### src/rtl/registro_banderas_alu_if.sv
// Result/flag bus between the ALU flag stage and its consumer.
// slave = flag stage view, master = producer/consumer (testbench) view.
interface registro_banderas_alu_if #(
    parameter int WIDTH = 6
);
    logic [WIDTH-1:0] Dato_in;
    logic             CF_in;
    logic             OF_in;
    logic             Valid_in;
    logic             Ready_in;
    logic [WIDTH-1:0] Dato_out;
    logic             ZF_out;
    logic             SF_out;
    logic             PF_out;
    logic             CF_out;
    logic             OF_out;
    logic             Valid_out;
    logic             Ready_out;
    logic             CLR_STICKY;
    logic             OF_STICKY;

    modport slave (
        input  Dato_in, CF_in, OF_in, Valid_in, Ready_out, CLR_STICKY,
        output Ready_in, Dato_out, ZF_out, SF_out, PF_out, CF_out, OF_out,
               Valid_out, OF_STICKY
    );

    modport master (
        output Dato_in, CF_in, OF_in, Valid_in, Ready_out, CLR_STICKY,
        input  Ready_in, Dato_out, ZF_out, SF_out, PF_out, CF_out, OF_out,
               Valid_out, OF_STICKY
    );
endinterface

### src/rtl/registro_banderas_alu.sv
// ALU flag stage: 2-entry in-order queue of {result, CF, OF, ZF, SF, PF} with registered head.
// Define STICKY_OF_EN to build the accumulated-overflow register (OF_STICKY/CLR_STICKY).
module registro_banderas_alu #(
    parameter int WIDTH = 6
) (
    input  logic                  CLK,
    input  logic                  RST,
    registro_banderas_alu_if.slave bus
);
    typedef struct packed {
        logic [WIDTH-1:0] dato;
        logic             cf;
        logic             of;
        logic             zf;
        logic             sf;
        logic             pf;
    } entry_t;

    entry_t     r_mem [2];
    entry_t     r_head;
    logic [1:0] r_count;
    logic       r_wr_ptr;
    logic       r_rd_ptr;

    entry_t     w_in;
    logic       w_push;
    logic       w_pop;
    logic [1:0] w_rem;
    logic       w_rd_ptr_n;

    assign w_push     = bus.Valid_in && (r_count != 2'd2);
    assign w_pop      = (r_count != 2'd0) && bus.Ready_out;
    assign w_rem      = r_count - {1'b0, w_pop};
    assign w_rd_ptr_n = r_rd_ptr ^ w_pop;

    always_comb begin
        w_in      = '0;
        w_in.dato = bus.Dato_in;
        w_in.cf   = bus.CF_in;
        w_in.of   = bus.OF_in;
        w_in.zf   = ~|bus.Dato_in;
        w_in.sf   = bus.Dato_in[WIDTH-1];
        w_in.pf   = ~^bus.Dato_in;
    end

    // Head register is loaded with whatever will be at the front after this edge:
    // a surviving stored entry, else the entry being pushed; otherwise it holds.
    always_ff @(posedge CLK) begin
        if (RST) begin
            r_mem[0] <= '0;
            r_mem[1] <= '0;
            r_head   <= '0;
            r_count  <= 2'd0;
            r_wr_ptr <= 1'b0;
            r_rd_ptr <= 1'b0;
        end else begin
            if (w_push) begin
                r_mem[r_wr_ptr] <= w_in;
                r_wr_ptr        <= ~r_wr_ptr;
            end
            r_rd_ptr <= w_rd_ptr_n;
            r_count  <= r_count + {1'b0, w_push} - {1'b0, w_pop};
            if (w_rem != 2'd0)
                r_head <= r_mem[w_rd_ptr_n];
            else if (w_push)
                r_head <= w_in;
        end
    end

    assign bus.Ready_in  = (r_count != 2'd2);
    assign bus.Valid_out = (r_count != 2'd0);
    assign bus.Dato_out  = r_head.dato;
    assign bus.CF_out    = r_head.cf;
    assign bus.OF_out    = r_head.of;
    assign bus.ZF_out    = r_head.zf;
    assign bus.SF_out    = r_head.sf;
    assign bus.PF_out    = r_head.pf;

`ifdef STICKY_OF_EN
    logic r_of_sticky;

    // A popped overflow takes priority over a clear in the same cycle.
    always_ff @(posedge CLK) begin
        if (RST)
            r_of_sticky <= 1'b0;
        else if (w_pop && r_head.of)
            r_of_sticky <= 1'b1;
        else if (bus.CLR_STICKY)
            r_of_sticky <= 1'b0;
    end

    assign bus.OF_STICKY = r_of_sticky;
`else
    logic w_unused_clr;

    assign w_unused_clr  = bus.CLR_STICKY;
    assign bus.OF_STICKY = 1'b0;
`endif
endmodule
### src/flat_wrapper.sv
// flat-port wrapper written by rule: the top's interface ports become plain ports
module registro_banderas_alu_flat 
#(
    parameter int WIDTH = 6
)
  (CLK, RST, bus_Dato_in, bus_CF_in, bus_OF_in, bus_Valid_in, bus_Ready_out, bus_CLR_STICKY, bus_Ready_in, bus_Dato_out, bus_ZF_out, bus_SF_out, bus_PF_out, bus_CF_out, bus_OF_out, bus_Valid_out, bus_OF_STICKY);
  registro_banderas_alu_if #(.WIDTH(WIDTH)) bus_i ();
  input  logic CLK;
  input  logic RST;
  input wire logic [$bits(bus_i.Dato_in)-1:0] bus_Dato_in;
  input wire logic [$bits(bus_i.CF_in)-1:0] bus_CF_in;
  input wire logic [$bits(bus_i.OF_in)-1:0] bus_OF_in;
  input wire logic [$bits(bus_i.Valid_in)-1:0] bus_Valid_in;
  input wire logic [$bits(bus_i.Ready_out)-1:0] bus_Ready_out;
  input wire logic [$bits(bus_i.CLR_STICKY)-1:0] bus_CLR_STICKY;
  output wire logic [$bits(bus_i.Ready_in)-1:0] bus_Ready_in;
  output wire logic [$bits(bus_i.Dato_out)-1:0] bus_Dato_out;
  output wire logic [$bits(bus_i.ZF_out)-1:0] bus_ZF_out;
  output wire logic [$bits(bus_i.SF_out)-1:0] bus_SF_out;
  output wire logic [$bits(bus_i.PF_out)-1:0] bus_PF_out;
  output wire logic [$bits(bus_i.CF_out)-1:0] bus_CF_out;
  output wire logic [$bits(bus_i.OF_out)-1:0] bus_OF_out;
  output wire logic [$bits(bus_i.Valid_out)-1:0] bus_Valid_out;
  output wire logic [$bits(bus_i.OF_STICKY)-1:0] bus_OF_STICKY;
  assign bus_i.Dato_in = bus_Dato_in;
  assign bus_i.CF_in = bus_CF_in;
  assign bus_i.OF_in = bus_OF_in;
  assign bus_i.Valid_in = bus_Valid_in;
  assign bus_i.Ready_out = bus_Ready_out;
  assign bus_i.CLR_STICKY = bus_CLR_STICKY;
  assign bus_Ready_in = bus_i.Ready_in;
  assign bus_Dato_out = bus_i.Dato_out;
  assign bus_ZF_out = bus_i.ZF_out;
  assign bus_SF_out = bus_i.SF_out;
  assign bus_PF_out = bus_i.PF_out;
  assign bus_CF_out = bus_i.CF_out;
  assign bus_OF_out = bus_i.OF_out;
  assign bus_Valid_out = bus_i.Valid_out;
  assign bus_OF_STICKY = bus_i.OF_STICKY;
  registro_banderas_alu #(.WIDTH(WIDTH)) u_core (.CLK(CLK), .RST(RST), .bus(bus_i));
endmodule
### config.mk
export PLATFORM = sky130hd
export DESIGN_NAME = registro_banderas_alu_flat
export DESIGN_NICKNAME = d
export VERILOG_FILES = /design/src/rtl/registro_banderas_alu_if.sv /design/src/rtl/registro_banderas_alu.sv /design/src/flat_wrapper.sv
export SDC_FILE = /design/constraint.sdc
export NUM_CORES = 1
export LEC_CHECK = 0
export CORE_MARGIN = 4
export CORE_UTILIZATION = 45
export DETAILED_ROUTE_END_ITERATION = 7
export HOLD_SLACK_MARGIN = 0.06
export MAX_ROUTING_LAYER = met4
export PLACE_DENSITY_LB_ADDON = 0.2
export SLEW_MARGIN = 20
export SYNTH_ARGS = -nofsm -noshare
export SYNTH_HDL_FRONTEND = slang
export SYNTH_SLANG_ARGS = --single-unit
### constraint.sdc
create_clock -name CLK -period 1.5 [get_ports CLK]
set_input_delay 0.15 -clock CLK [delete_from_list [all_inputs] [get_ports CLK]]
set_output_delay 0.15 -clock CLK [all_outputs]
set_load 0.005 [all_outputs]
==> results of run 1 <==
cell usage in the layout (no fill, tap or decap), types with 4 or more instances in the layout:
master           instances
and2_1                   4
clkdlybuf4s50_1         22
dfxtp_1                 12
ha_4                     4
inv_1                    7
nor2_1                  11
mux2i_1                  7
buf_4                   23
clkbuf_4                 5
edfxtp_1                20
nor4_1                   8
nand2_1                  7
buf_6                    5
a221oi_2                 8
a21oi_2                  8
layout make-up:
| type | count | area (µm²) | area share |
|---|---|---|---|
| sequential | 34 | 886 | 0.360 |
| clock inverter | 1 | 30.0 | 0.0122 |
| tap | 46 | 57.6 | 0.0234 |
| clock buffer | 7 | 45.0 | 0.0183 |
| inverter | 9 | 33.8 | 0.0137 |
| timing repair buffer | 54 | 499 | 0.203 |
| multi-input combinational | 90 | 907 | 0.369 |
power by group:
part	total, mW	switching (mW)	internal (mW)
registers	1.35	0.118	1.23
logic	2.63	1.23	1.40
clock network	0.674	0.320	0.354
layer usage:
layer	wire length (µm)	part of all wire	vias up	global-route usage
met5	0	0	-	-
met4	65	0.016	0	0.0596
met2	2150	0.53	25	0.336
met1	1710	0.42	616	0.221
li1	-	-	618	-
met3	124	0.031	7	0.0608
worst paths after layout:
path | cells after the start | startpoint | endpoint
worst max-delay path | 8 | u_core.r_count[0] | u_core.bus.Dato_out[1]
worst max register to register | 8 | u_core.r_count[0] | u_core.bus.Dato_out[1]
worst min-delay path | 3 | bus_Dato_in[3] | u_core.bus.Dato_out[3]
worst min register to register | 2 | u_core.bus.Dato_out[4] | u_core.bus.Dato_out[4]
cells by family after synthesis:
kind of cell / synth area share
buf+inv: 0.0607
xor+xnor: 0.0484
mux: 0.0623
simple gates: 0.132
flops: 0.541
compound gates: 0.115
fa+ha+maj: 0.0384
other cells: 0.00230
tightest hold or removal path, stage by stage:
cell             delay, ns
clkdlybuf4s50_1       0.42
nand2_1               0.08
a221oi_2              0.05
per-stage QoR:
step	cells	setup slack [ns]	power, mW	hold slack, ns
6_report	241	-0.0419	4.65	0.404
5_1_grt	241	-0.104	4.89	0.388
4_1_cts	240	-0.0494	4.41	0.395
3_5_place_dp	226	-0.371	3.17	0.544
3_3_place_gp	226	-0.362	3.11	0.533
2_1_floorplan	142	-0.0475	2.54	0.307
sequential cells by signal, summed over array words and instances (netlist names):
| register | flops |
|---|---|
| u_core.r_mem | 20 |
| u_core.bus.Dato_out | 5 |
| u_core.r_wr_ptr | 1 |
| u_core.r_count | 2 |
| u_core.bus.PF_out | 1 |
| u_core.bus.ZF_out | 1 |
| u_core.bus.OF_out | 1 |
| u_core.r_rd_ptr | 1 |
| u_core.bus.CF_out | 1 |
| u_core.bus.SF_out | 1 |
repair_timing:
action / in CTS / in global routing
setup endpoints to repair: 34 / 36
resized for setup: 21 / 21
pin swaps: 8 / 7
cloned: 2 / 0
buffers inserted: 4 / 1
==> out/metrics.cfg, run 1 <==
[outcome]
outcome=finished with violations
failed_checks=setup timing

[layout]
final_nets=212
area_delta_synth_final_pct=51.0
diodes=0
fillCellCount=245
stdcell_area_um2=2460
finish.utilization=0.720
drive_gt1_frac=0.421

[critical_path]
end_kind=flop
slowest_stage=dfxtp_2
worstPathArrival_ns=1.77
crit_required_ns=1.73
critical_path.n_buffers_inverters=2
path_delay_family=compound AO/OA/AOI/OAI gates
path_max_fanout=5
crit_type=flop to flop
worstPathCellList=o21a_4 > ha_4 > xnor2_4 > buf_12 > nand2_8 > buf_6 > a21oi_2 > a221oi_2
cp-start-kind=flop
critPathMaxStageDelay_ns=0.35
rrSetupSlack_ns=-0.04

[logic_synthesis]
synth_area_um2=1630
yosys_warnings=0
yosys.area.top_type=edfxtp_1
synth_edf_count=20
yosysMostFrequentCell=edfxtp_1
synth_common_cells=edfxtp_1 (20), dfxtp_1 (14), nor2_1 (11), a21oi_1 (10), mux2i_1 (9)
synth_area_per_cell_um2=11.5
syn_inst=142
synth_fp_nets=160
async_flop_share=0
yosys-top-cells-area=edfxtp_1 (37%), dfxtp_1 (17%), mux2i_1 (5.5%)
synth.top_cell.area_share=0.369
yosysSeqAreaShare=0.541
yosys.cell_types.count=38
ys.flop_type=edfxtp_1
synth_seq_cells=34

[run]
drv_cap=0

[sta]
drv_slew=0
setup_slack_ns=-0.0419
setup_tns_ns=-0.0817
fin_crit_sh=1.03
max_freq_mhz=649
final-setup-viol-count=6
rsz0062_at_grt=yes
fin_crit_ns=1.54
hold_viol_final=0
finalClockSkew_ns=0.0141

[placement]
placed_area_um2=2110
place_congestion=0.779
dp_hpwl_mm=2.58
io_buffers=24

[drt]
wl_per_cell_um=16.8
viasPerCell=5.25
drt_iter0_drc=37
drtPass1Iterations=4
vias=1266
drc=0
totalWireLength_mm=4.05
ant_nets=0

[clock_network]
numCtsBuffers=5
cts.sinks=34
clockBufferDepth=2
clock_latency_ns=0.34
cts.clk_slew.worst_paths_ns=0.11
cts_root_buffer=clkbuf_4
cts_tree=yes
cts.hold.buffers_added=0
cts-htree-levels=2

[floorplan]
die_area_um2=4640
die_w_um=68.1
ios=27
die_h_um=68.1
core_um2=3420
initial_core_util=0.477
num_rows=21

[global_route]
antenna_found_initial=0
grt_start_max_net_pins=18
first_global_vias=1330
grt_overflow=0
grt_pass1_wl_mm=6.38
track_usage=0.197

[hold_path]
min_path_type=input pin to flop

[power_and_ir_drop]
power.density_nw_per_um2=1890
irDropWorstVdd_mv=0.905
p_leak_nw=0.981

Power figures use the tool's default switching activity.
==> run 2, diff against run 1 <==
--- a/config.mk
+++ b/config.mk
@@ -10,7 +10,8 @@
 export DETAILED_ROUTE_END_ITERATION = 7
 export HOLD_SLACK_MARGIN = 0.06
 export MAX_ROUTING_LAYER = met4
-export PLACE_DENSITY_LB_ADDON = 0.2
+export PLACE_DENSITY = 0.72
+export RECOVER_POWER = 50
 export SLEW_MARGIN = 20
 export SYNTH_ARGS = -nofsm -noshare
 export SYNTH_HDL_FRONTEND = slang
==> run 2 against run 1 <==
Effect of this change: the run still ends with setup timing left; wire length rose by 2.8%; clock skew is 0.0031 ns lower; non-clock buffer count fell by 2; combinational power shrank 15%; sequential power is essentially flat; die area unchanged; hold slack gained 0.0084 ns; power down 8.2%; register-to-register slack about the same; final cell count fell by 1.7%; first-iteration DRC count grew 92%; setup slack gained 0.0019 ns; highest routed layer unchanged.
==> out/metrics.cfg, run 2 (same netlist as run 1, synthesis figures left out) <==
[outcome]
outcome=finished with violations
failed_checks=setup timing

[placement]
dp_hpwl_mm=2.85  ; +10%
place_ws_ns=-0.418  ; -0.0469 ns
place_congestion=0.829  ; +6.4%
io_buffers=24  ; unchanged

[floorplan]
initial_core_util=0.477  ; unchanged
num_rows=21  ; unchanged
ios=27  ; unchanged
core_um2=3420  ; unchanged
die_area_um2=4640  ; unchanged
die_w_um=68.1  ; unchanged
die_h_um=68.1  ; unchanged

[sta]
drv_slew=0  ; unchanged
rsz0062_at_grt=yes
final-setup-viol-count=12  ; +6
setup_slack_ns=-0.0399  ; +0.00194 ns
finalClockSkew_ns=0.0110  ; -0.00311 ns
worst_hold_slack_ns=0.412  ; +0.00838 ns
tightestPinTransition_ns=0.505
slew-limit-headroom=0.663
max_freq_mhz=649  ; +0.13%
fin_crit_ns=1.54  ; -0.00194 ns
fin_crit_sh=1.03  ; -0.00129
hold_viol_final=0  ; unchanged

[power_and_ir_drop]
p_leak_nw=0.976  ; -0.51%
irDropWorstVdd_mv=1.25  ; +38%
total_power_mw=4.27  ; -8.2%
power.density_nw_per_um2=1770  ; -6.6%

[critical_path]
ff2ff_path_depth=7  ; -1
critical_path.n_buffers_inverters=1  ; -1
critPathMaxStageDelay_ns=0.37  ; +0.02 ns
path_max_fanout=10  ; +5
cp.depth=7  ; -1
end_kind=flop
worstPathArrival_ns=1.77  ; about the same
slowest_stage=dfxtp_4
path_delay_family=compound AO/OA/AOI/OAI gates
worstPathCellList=o21a_4 > ha_4 > xnor2_4 > nand2_4 > buf_12 > a21oi_1 > a221oi_2
crit_type=flop to flop
crit_required_ns=1.73  ; about the same
cp-start-kind=flop

[layout]
top_register=u_core.r_mem
final_nets=208  ; -1.9%
largest_register_ff_count=20  ; unchanged
area_delta_synth_final_pct=48.3
final_common_cell=edfxtp_1
final_cell_mix=edfxtp_1 (20), buf_4 (19), clkdlybuf4s50_1 (15), dfxtp_1 (13), nor2_1 (10)
fillCellCount=246  ; +0.41%
multiInputGateArea_um2=868  ; -4.3%
ff_latch_area_um2=885  ; -0.14%
diodes=0  ; unchanged
drive_gt1_frac=0.393  ; -0.0278

[drt]
drc=0  ; unchanged
wl_per_cell_um=17.6  ; +4.5%
viasPerCell=5.42  ; +3.2%
ant_nets=0  ; unchanged
totalWireLength_mm=4.17  ; +2.8%
drtPass1Iterations=4  ; unchanged
vias=1285  ; +1.5%
drt_iter0_drc=71  ; +92%

[global_route]
grt_start_max_net_pins=18  ; unchanged
grt_pass1_wl_mm=6.52  ; +2.2%
first_global_vias=1396  ; +5.0%
antenna_found_initial=0  ; unchanged
grt_overflow=0  ; unchanged
track_usage=0.197  ; about the same

[clock_network]
cts-htree-levels=2  ; unchanged
numCtsBuffers=5  ; unchanged
clockBufferDepth=2  ; unchanged
cts_tree=yes
clock_latency_ns=0.34  ; about the same
cts.sinks=34  ; unchanged
cts.clk_slew.worst_paths_ns=0.11  ; about the same
cts_root_buffer=clkbuf_4

[run]
drv_cap=0  ; unchanged

[hold_path]
whs_path_depth=3  ; unchanged
min_path_type=input pin to flop

-- run 2: final cells by class --
| cell class | count | area share |
|---|---|---|
| clock buffer | 7 | 0.0187 |
| clock inverter | 1 | 0.0124 |
| inverter | 9 | 0.0140 |
| multi-input combinational | 88 | 0.360 |
| sequential | 34 | 0.366 |
| tap | 46 | 0.0238 |
| timing repair buffer | 52 | 0.205 |
-- run 2: per-layer routing --
| metal | vias to the layer above | track usage | routed length, µm |
|---|---|---|---|
| met5 | - | - | 0 |
| met4 | 0 | 0.0868 | 106 |
| met3 | 13 | 0.0460 | 130 |
| met2 | 26 | 0.335 | 2200 |
| met1 | 636 | 0.219 | 1730 |
| li1 | 610 | - | - |
-- run 2: final timing paths --
check                              start                endpoint  slack, ns
setup reg to reg       u_core.r_count[1]  u_core.bus.Dato_out[0]      -0.04
hold / removal            bus_Dato_in[3]  u_core.bus.Dato_out[3]       0.41
setup / recovery       u_core.r_count[1]  u_core.bus.Dato_out[0]      -0.04
hold reg to reg   u_core.bus.Dato_out[3]  u_core.bus.Dato_out[3]       0.55
-- run 2: timing repair --
action / 4_1_cts / 5_1_grt
gates resized for setup: 12 / 26
gates cloned: 0 / 0
hold buffers: 0 / 0
buffers inserted: 1 / 0
pin swaps: 4 / 2
setup endpoints to repair: 33 / 46
-- run 2: per-stage QoR --
| step | cells | util | cell area (µm²) | TNS, ns |
|---|---|---|---|---|
| CTS | 237 | 0.671 | 2290 | -0.508 |
| finish | 237 | 0.707 | 2410 | -0.307 |
| global placement | 228 | 0.629 | 2150 | -2.87 |
| floorplan | 142 | - | 1700 | -0.285 |
| detailed placement | 228 | 0.629 | 2150 | -4.31 |
| global route | 237 | 0.707 | 2410 | -1.98 |
-- run 2: where the power goes --
part | switching (mW) | leakage (nW) | internal, mW
combinational | 1.02 | 0.608 | 1.21
clock | 0.312 | 0.0395 | 0.354
sequential | 0.146 | 0.329 | 1.23
total | 1.48 | 0.976 | 2.79
-- run 2: tightest hold or removal path: stages --
cell,delay (ns)
clkdlybuf4s50_1,0.42
nand2_1,0.08
a221oi_2,0.06
